### src/rtl/fetch_loader_ctrl_pkg.sv
// Shared definitions for the instruction loader / pipeline sequencer.
// State encoding, UART command bytes and the default program-end word.
package fetch_loader_ctrl_pkg;

  typedef enum logic [1:0] {
    StIdle,
    StLoad,
    StRun,
    StStep
  } state_e;

  localparam logic [7:0] CMD_LOAD = 8'h4C;
  localparam logic [7:0] CMD_RUN  = 8'h43;
  localparam logic [7:0] CMD_STEP = 8'h53;

  localparam int unsigned BYTES_PER_WORD = 4;

  localparam logic [31:0] HALT_WORD_DEFAULT = 32'hFFFF_FFFF;

endpackage

### src/rtl/fetch_loader_ctrl_byte_word_assembler.sv
// Collects four bytes MSB first into a 32-bit word; o_done flags the cycle
// the fourth byte arrives, with o_word already holding the complete word.
module fetch_loader_ctrl_byte_word_assembler
  import fetch_loader_ctrl_pkg::*;
(
  input  logic        i_clk,
  input  logic        i_rst,
  input  logic        i_clear,
  input  logic        i_valid,
  input  logic [7:0]  i_data,
  output logic [31:0] o_word,
  output logic        o_done
);

  logic [23:0] r_shift;
  logic [1:0]  r_count;

  assign o_done = i_valid && (r_count == 2'(BYTES_PER_WORD - 1));
  assign o_word = {r_shift, i_data};

  always_ff @(posedge i_clk) begin
    if (i_rst || i_clear) begin
      r_shift <= '0;
      r_count <= '0;
    end else if (i_valid) begin
      r_shift <= {r_shift[15:0], i_data};
      r_count <= r_count + 2'd1;
    end
  end

endmodule

### src/rtl/fetch_loader_ctrl.sv
// Loads instruction memory from UART bytes, then gates the pipeline in
// continuous-run or single-step mode until the halt instruction retires.
module fetch_loader_ctrl
  import fetch_loader_ctrl_pkg::*;
#(
  parameter int unsigned       NBITS     = 32,
  parameter int unsigned       MEM_DEPTH = 64,
  parameter logic [NBITS-1:0]  HALT_WORD = NBITS'(HALT_WORD_DEFAULT)
) (
  input  logic             i_clk,
  input  logic             i_rst,
  input  logic [7:0]       i_rx_data,
  input  logic             i_rx_valid,
  input  logic             i_halt,
  output logic             o_inst_mem_wr_en,
  output logic [NBITS-1:0] o_inst_mem_addr,
  output logic [NBITS-1:0] o_inst_mem_data,
  output logic             o_pipe_en,
  output logic             o_pipe_rst,
  output logic             o_loaded,
  output logic             o_halted,
  output logic             o_load_err
);

  localparam int unsigned CW = $clog2(MEM_DEPTH + 1);

  state_e           r_state;
  logic             r_wr_en;
  logic [NBITS-1:0] r_addr;
  logic [NBITS-1:0] r_data;
  logic             r_pipe_en;
  logic             r_pipe_rst;
  logic             r_loaded;
  logic             r_halted;
  logic             r_load_err;
  logic [CW-1:0]    r_words;

  logic             w_clear;
  logic             w_asm_valid;
  logic [31:0]      w_word;
  logic [NBITS-1:0] w_word_n;
  logic             w_done;
  logic             w_can_run;

  assign w_clear     = (r_state == StIdle) && i_rx_valid && (i_rx_data == CMD_LOAD);
  assign w_asm_valid = (r_state == StLoad) && i_rx_valid;
  assign w_word_n    = NBITS'(w_word);
  assign w_can_run   = r_loaded && !r_halted;

  fetch_loader_ctrl_byte_word_assembler u_asm (
    .i_clk   (i_clk),
    .i_rst   (i_rst),
    .i_clear (w_clear),
    .i_valid (w_asm_valid),
    .i_data  (i_rx_data),
    .o_word  (w_word),
    .o_done  (w_done)
  );

  always_ff @(posedge i_clk) begin
    if (i_rst) begin
      r_state    <= StIdle;
      r_wr_en    <= 1'b0;
      r_addr     <= '0;
      r_data     <= '0;
      r_pipe_en  <= 1'b0;
      r_pipe_rst <= 1'b0;
      r_loaded   <= 1'b0;
      r_halted   <= 1'b0;
      r_load_err <= 1'b0;
      r_words    <= '0;
    end else begin
      r_wr_en <= 1'b0;
      // Address advances after the cycle its write strobe was presented.
      if (r_wr_en) r_addr <= r_addr + NBITS'(4);
      unique case (r_state)
        StIdle: begin
          if (i_rx_valid) begin
            if (i_rx_data == CMD_LOAD) begin
              r_state    <= StLoad;
              r_loaded   <= 1'b0;
              r_halted   <= 1'b0;
              r_load_err <= 1'b0;
              r_addr     <= '0;
              r_words    <= '0;
              r_pipe_rst <= 1'b1;
            end else if (i_rx_data == CMD_RUN && w_can_run) begin
              r_state   <= StRun;
              r_pipe_en <= 1'b1;
            end else if (i_rx_data == CMD_STEP && w_can_run) begin
              r_state   <= StStep;
              r_pipe_en <= 1'b1;
            end
          end
        end
        StLoad: begin
          if (w_done) begin
            if (r_words == CW'(MEM_DEPTH)) begin
              r_load_err <= 1'b1;
              r_pipe_rst <= 1'b0;
              r_state    <= StIdle;
            end else begin
              r_wr_en <= 1'b1;
              r_data  <= w_word_n;
              r_words <= r_words + CW'(1);
              if (w_word_n == HALT_WORD) begin
                r_loaded   <= 1'b1;
                r_pipe_rst <= 1'b0;
                r_state    <= StIdle;
              end
            end
          end
        end
        StRun: begin
          if (i_halt) begin
            r_pipe_en <= 1'b0;
            r_halted  <= 1'b1;
            r_state   <= StIdle;
          end
        end
        StStep: begin
          r_pipe_en <= 1'b0;
          r_state   <= StIdle;
          if (i_halt) r_halted <= 1'b1;
        end
        default: r_state <= StIdle;
      endcase
    end
  end

  assign o_inst_mem_wr_en = r_wr_en;
  assign o_inst_mem_addr  = r_addr;
  assign o_inst_mem_data  = r_data;
  assign o_pipe_en        = r_pipe_en;
  assign o_pipe_rst       = r_pipe_rst;
  assign o_loaded         = r_loaded;
  assign o_halted         = r_halted;
  assign o_load_err       = r_load_err;

endmodule

### config.mk
export PLATFORM = sky130hd
export DESIGN_NAME = fetch_loader_ctrl
export DESIGN_NICKNAME = d
export VERILOG_FILES = /design/src/rtl/fetch_loader_ctrl_pkg.sv /design/src/rtl/fetch_loader_ctrl_byte_word_assembler.sv /design/src/rtl/fetch_loader_ctrl.sv
export SDC_FILE = /design/constraint.sdc
export NUM_CORES = 1
export LEC_CHECK = 0
export BUFFER_PORTS_ARGS = -buffer_cell sky130_fd_sc_hd__buf_2
export CORE_ASPECT_RATIO = 0.5
export CORE_MARGIN = 8
export CORE_UTILIZATION = 49
export DETAILED_ROUTE_END_ITERATION = 6
export PLACE_DENSITY_LB_ADDON = 0.2
export SLEW_MARGIN = 15
export SYNTH_ARGS = -nofsm -noshare
export SYNTH_HDL_FRONTEND = slang
export SYNTH_SLANG_ARGS = --single-unit
### constraint.sdc
create_clock -name i_clk -period 1.7 [get_ports i_clk]
set_input_delay 0.255 -clock i_clk [delete_from_list [all_inputs] [get_ports i_clk]]
set_output_delay 0.255 -clock i_clk [all_outputs]
set_load 0.03 [all_outputs]
==> flow_metrics.py, run 1 <==
metrics = {
    "synth": {
        "synthArstFlopShare": 0,
        "synth_edf_count": 0,
        "yosysWarnings": 0,
        "synth.avg_cell_area_um2": 8.086,
        "ys_ff_latch": 103,
        "netlist_area_um2": 4229,
        "ys_types": 43,
        "synth_cells": 523,
        "synth_ff_type": "dfxtp_1",
        "ys_seq_area_frac": 0.4876,
    },
    "timing": {
        "finalCritPeriodShare": 1.069,
        "setup_slack_ps": -117.8,
        "rsz0062_at_grt": "yes",
        "period_minus_slack_ps": 1818,
        "finalMaxSlewViolations": 0,
        "report.final.setup_viol": 44,
        "finalHoldViolCount": 0,
        "timing.fmax_mhz": 550.1,
        "finClkSkew_ps": 7.466,
    },
    "outcome": {
        "status": "finished with violations",
        "failed_checks": "setup timing",
    },
    "clock_tree": {
        "clockBufferDepth": 2,
        "cts_buffers": 9,
        "cts_htree_levels": 3,
        "holdBufCountCts": 0,
        "cts_root_buf": "clkbuf_16",
        "cts.sinks": 103,
        "clkLatencyLatePin_ps": 340,
        "clk_pin_slew_worst_paths_ps": 70,
        "cts_tree": "built",
    },
    "global_route": {
        "grt_pass1_vias": 3819,
        "grt_max_degree": 35,
        "grt_first_pass_wirelength_mm": 18.35,
        "antenna_found_initial": 0,
        "gr-total-overflow": 0,
        "track_usage": 0.1860,
    },
    "placement": {
        "dpl_cell_area_um2": 5084,
        "hpwl_mm": 7.543,
        "placed_cells": 743,
        "io_buffers": 79,
        "place_congestion": 0.8793,
    },
    "floorplanning": {
        "die_area_um2": 12040,
        "core_area_um2": 8558,
        "die_h_um": 81.69,
        "io_pins": 82,
        "fp.dieW_um": 147.4,
        "initial_core_util": 0.4942,
        "std_cell_rows": 24,
    },
    "drt": {
        "drt_iter0_markers": 220,
        "route.detailed.drc": 0,
        "routedWlPerCell_um": 14.75,
        "drtAntennaViolNets": 0,
        "via_count": 4001,
        "viasPerCell": 5.203,
        "dr.pass1.iters": 4,
        "wirelength_mm": 11.34,
    },
    "final_layout": {
        "final_core_util": 0.6844,
        "finalNonFillerCells": 769,
        "final_cell_area_um2": 5857,
        "drive_gt1_frac": 0.3620,
        "final_nets": 663,
        "ff_latch_area_um2": 2086,
        "area_growth_pct": 38.49,
        "nFillCells": 708,
        "multi_input_area_um2": 2288,
        "diodes": 0,
    },
    "run": {
        "maxCapViolCount": 0,
    },
    "pwr": {
        "p_per_area_nw_per_um2": 811.9,
        "p_leak_uw": 0.002238,
        "irDropWorstVdd_mv": 0.5402,
    },
    "critical_path": {
        "critPathMaxFanout": 8,
        "required_ps": 1980,
        "arrival_ps": 2100,
        "cp-end-kind": "register",
        "critPathKind": "reg2reg",
        "startpoint_type": "register",
    },
    "min_path": {
        "hold_path.class": "in2reg",
    },
}
[final timing paths]
path / depth (start not counted) / start / slack [ps] / end
worst max register to register: 7 / r_words[2] / -120 / o_inst_mem_data[18]
worst max-delay path: 7 / r_words[2] / -120 / o_inst_mem_data[18]
worst min register to register: 2 / o_inst_mem_data[3] / 450 / o_inst_mem_data[3]
worst min-delay path: 3 / i_rx_data[0] / 190 / o_inst_mem_data[0]
[placed cells by master (no fill, tap or decap), types with 5 or more instances in the layout]
cell,Yosys,routed
nand2_1,131,112
dfxtp_1,103,88
buf_2,9,79
a21oi_1,73,56
buf_4,5,52
nor2_1,40,38
xnor2_1,23,22
a21oi_2,0,17
nand3_1,16,16
nand4_1,16,16
nand2_4,0,14
dfxtp_2,0,13
inv_1,11,10
clkbuf_16,0,10
nor3_1,9,7
xor2_1,7,7
nor4_2,0,6
o21ai_0,7,6
buf_12,0,6
nand2_2,0,5
or3_1,5,5
[metal layers]
layer / GRT usage / routed length (um)
met5: 0 / 0
met4: 0.05651 / 90
met3: 0.05717 / 609
met2: 0.3141 / 5286
met1: 0.2288 / 5355
[cell type report]
type	count	share of cell area
multi-input combinational	380	0.3907
inverter	12	0.007691
sequential	103	0.3561
tap	117	0.02499
clock buffer	10	0.03909
timing repair buffer	141	0.1653
clock inverter	6	0.01602
[sequential cells by signal, indices dropped and copies added (netlist names)]
register and cells:
u_asm.r_shift 24, o_inst_mem_addr 30, o_load_err 1, r_words 7
o_pipe_rst 1, o_halted 1, o_pipe_en 1, u_asm.r_count 2
o_loaded 1, r_state 2, o_inst_mem_wr_en 1, o_inst_mem_data 32
[Yosys cell counts (all sizes together), types with 5 or more instances]
| library cell | number | area (um2) |
|---|---|---|
| dfxtp | 103 | 2062 |
| clkbuf | 14 | 52.55 |
| nor4 | 10 | 62.56 |
| buf | 16 | 90.09 |
| nor3 | 11 | 65.06 |
| nand4 | 16 | 100.1 |
| nor2 | 40 | 150.1 |
| nand2 | 131 | 491.7 |
| o21ai | 7 | 35.03 |
| or3 | 5 | 31.28 |
| inv | 12 | 45.04 |
| nand3 | 16 | 80.08 |
| xor2 | 7 | 61.31 |
| a21oi | 73 | 365.4 |
| and2 | 5 | 33.78 |
| xnor2 | 23 | 201.4 |
[per-stage QoR]
stage	setup TNS (ps)	total power [uW]	hold WS, ps	setup WS (ps)
global placement	-9167	2579	440.2	-299.5
CTS	-275.3	4800	177.7	-45.03
detailed placement	-11180	2578	444.6	-357.9
floorplan	-142.2	2520	391.0	-29.41
finish	-2078	4755	191.6	-117.8
global route	-6050	4922	179.4	-184.5
[cells by family after synthesis]
family	synth area share
xor gates and xnor gates	0.06213
muxes	0.002367
adders and majority gates	0.01183
buffers and inverters	0.04438
AOI/OAI and AO/OA	0.1192
other	0.0008867
and+or+nand+nor	0.2716
DFF	0.4876
[power breakdown]
part	switching, uW	total, uW	internal [uW]
sequential	0.256	2410	2410
clock	923	2230	1300
combinational	81.8	120	38.1
total	1000	4760	3750
[critical path, cell delays in order (launching register included)]
cell and delay (ps):
dfxtp_2 320, or4b_4 570, o211ai_1 210, buf_4 190, buf_12 120, clkbuf_16 170, nand2_4 50, a21oi_2 120
[repair_timing]
action,4_1_cts,5_1_grt
gates cloned,1,1
resized for setup,13,70
setup buffers,7,1
setup endpoints to repair,44,59
hold endpoints to repair,0,0
pin swaps,7,36
(Power assumes the default switching activity.)
==> run 2: changes to the inputs <==
- CORE_UTILIZATION: 49 -> 55
- clock period: 1.7 -> 1.9 ns (I/O delays scaled with it)
==> flow_metrics.py, run 2 (synthesis results as in run 1) <==
metrics = {
    "critical_path": {
        "path_cells": "or4b_4 -> o211ai_1 -> buf_4 -> buf_4 -> a21oi_1 -> xnor2_1 -> nor2_1",
        "slowest_delay_ps": 570,
        "cpMostUsedCell": "buf_4",
        "critPathKind": "reg2reg",
        "required_ps": 2140,
        "cp-end-kind": "register",
        "critPathMaxFanout": 4,
        "ff2ff_setup_slack_ps": 60,
        "regToRegStartpoint": "r_words[2]",
        "startpoint_type": "register",
        "crit_buf_inv": 2,
        "critPathSlowestCell": "or4b_4",
        "arrival_ps": 2080,
        "cpLargestDelayFamily": "simple AND/OR/NAND/NOR gates",
        "worstRegToRegCells": 7,
        "r2r_end": "r_words[4]",
    },
    "clock_tree": {
        "cts_htree_levels": 3,
        "cts_tree": "built",
        "cts_buffers": 9,
        "clk_pin_slew_worst_paths_ps": 70,
        "cts.sinks": 103,
        "clkLatencyLatePin_ps": 350,
        "cts_root_buf": "clkbuf_16",
        "holdBufCountCts": 0,
        "clockBufferDepth": 2,
    },
    "drt": {
        "dr.pass1.iters": 5,
        "wirelength_mm": 10.59,
        "viasPerCell": 5.478,
        "route.detailed.drc": 0,
        "via_count": 3977,
        "drt_iter0_markers": 237,
        "drtAntennaViolNets": 0,
        "routedWlPerCell_um": 14.59,
    },
    "placement": {
        "hpwl_mm": 7.297,
        "placed_cells": 707,
        "place_congestion": 0.8891,
        "place_ws_ps": -168.5,
        "io_buffers": 79,
    },
    "timing": {
        "finalMaxSlewViolations": 0,
        "period_minus_slack_ps": 1842,
        "hold_ws_ps": 220.1,
        "finalCritPeriodShare": 0.9695,
        "finClkSkew_ps": 7.756,
        "relSlewSlack": 0.4996,
        "report.final.setup_viol": 0,
        "rsz0062_at_grt": "yes",
        "finalHoldViolCount": 0,
        "finalSetupTns_ps": 0,
        "timing.fmax_mhz": 542.8,
        "tightest_slew_ps": 748.2,
        "setup_slack_ps": 57.86,
    },
    "final_layout": {
        "mostFrequentLayoutCells": "130 x nand2_1, 103 x dfxtp_1, 79 x buf_2",
        "diodes": 0,
        "finalNonFillerCells": 726,
        "final_common_cell": "nand2_1",
        "drive_gt1_frac": 0.2365,
        "final_nets": 641,
        "largest_reg_flops": 32,
        "area_growth_pct": 24.85,
    },
    "global_route": {
        "antenna_found_initial": 0,
        "grt_pass1_vias": 3785,
        "grt_max_degree": 31,
        "gr-total-overflow": 0,
        "track_usage": 0.1949,
        "grt_first_pass_wirelength_mm": 17.80,
    },
    "floorplanning": {
        "die_h_um": 78.01,
        "io_pins": 82,
        "initial_core_util": 0.5733,
        "die_area_um2": 10920,
        "core_area_um2": 7377,
        "fp.dieW_um": 140.0,
        "std_cell_rows": 22,
    },
    "pwr": {
        "irDropWorstVdd_mv": 0.5215,
        "design_power_total_uw": 4100,
        "p_leak_uw": 0.002043,
        "p_per_area_nw_per_um2": 776.5,
    },
    "min_path": {
        "hold_path.class": "in2reg",
        "worstHoldStart": "i_rx_data[0]",
        "min_to": "u_asm.r_shift[0]",
        "hold_depth": 3,
    },
    "run": {
        "maxCapViolCount": 0,
    },
    "outcome": {
        "status": "completed",
    },
}
## run 2: layout make-up
class	count	area (um2)
fillers	617	2097
flip-flops and latches	103	2062
multi-input cells	380	2026
repair buffers	119	728.2
clock buffers	10	229.0
well taps	96	120.1
clock inverters	6	70.07
inverters	12	45.04
## run 2: per-layer routing
layer | part of all wire | vias to the layer above | global-route usage | wire, um
li1 | - | 1970 | - | -
met1 | 0.47 | 1852 | 0.2447 | 4964
met2 | 0.45 | 137 | 0.3087 | 4732
met3 | 0.067 | 18 | 0.05983 | 709
met4 | 0.017 | 0 | 0.08056 | 185
met5 | 0 | - | 0 | 0
## run 2: worst max path at each step
stage                       startpoint                   to  slack (ps)  depth (start not counted)
floorplan           o_inst_mem_addr[2]  o_inst_mem_addr[24]          30                          6
global placement            r_words[0]           r_words[1]        -140                          7
detailed placement          r_words[0]           r_words[1]        -170                          7
CTS                         r_words[2]           r_state[1]         -40                          6
global route                r_words[2]           r_words[4]         -40                          7
finish                      r_words[2]           r_words[4]          60                          7
## run 2: through the flow
| stage | cell area [um2] | utilization |
|---|---|---|
| 2_1_floorplan | 4233 | - |
| 3_3_place_gp | 4925 | 0.6676 |
| 3_5_place_dp | 4925 | 0.6676 |
| 4_1_cts | 5243 | 0.7107 |
| 5_1_grt | 5280 | 0.7157 |
| 6_report | 5280 | 0.7157 |
## run 2: worst reg2reg max path, cell delays in order (launching register included)
cell,delay (ps)
dfxtp_1,310
or4b_4,570
o211ai_1,300
buf_4,200
buf_4,110
a21oi_1,70
xnor2_1,140
nor2_1,50
## run 2: report_power, final
part	switching (uW)	internal, uW
registers	0.243	2160
logic	70.2	33.3
clock network	808	1030
## run 2: what timing repair did
| item | CTS | global route |
|---|---|---|
| cloned | 1 | 0 |
| resized for setup | 2 | 6 |
| pin swaps | 1 | 4 |
| setup endpoints to repair | 33 | 34 |
| hold endpoints to repair | 0 | 0 |
| buffers inserted | 0 | 2 |
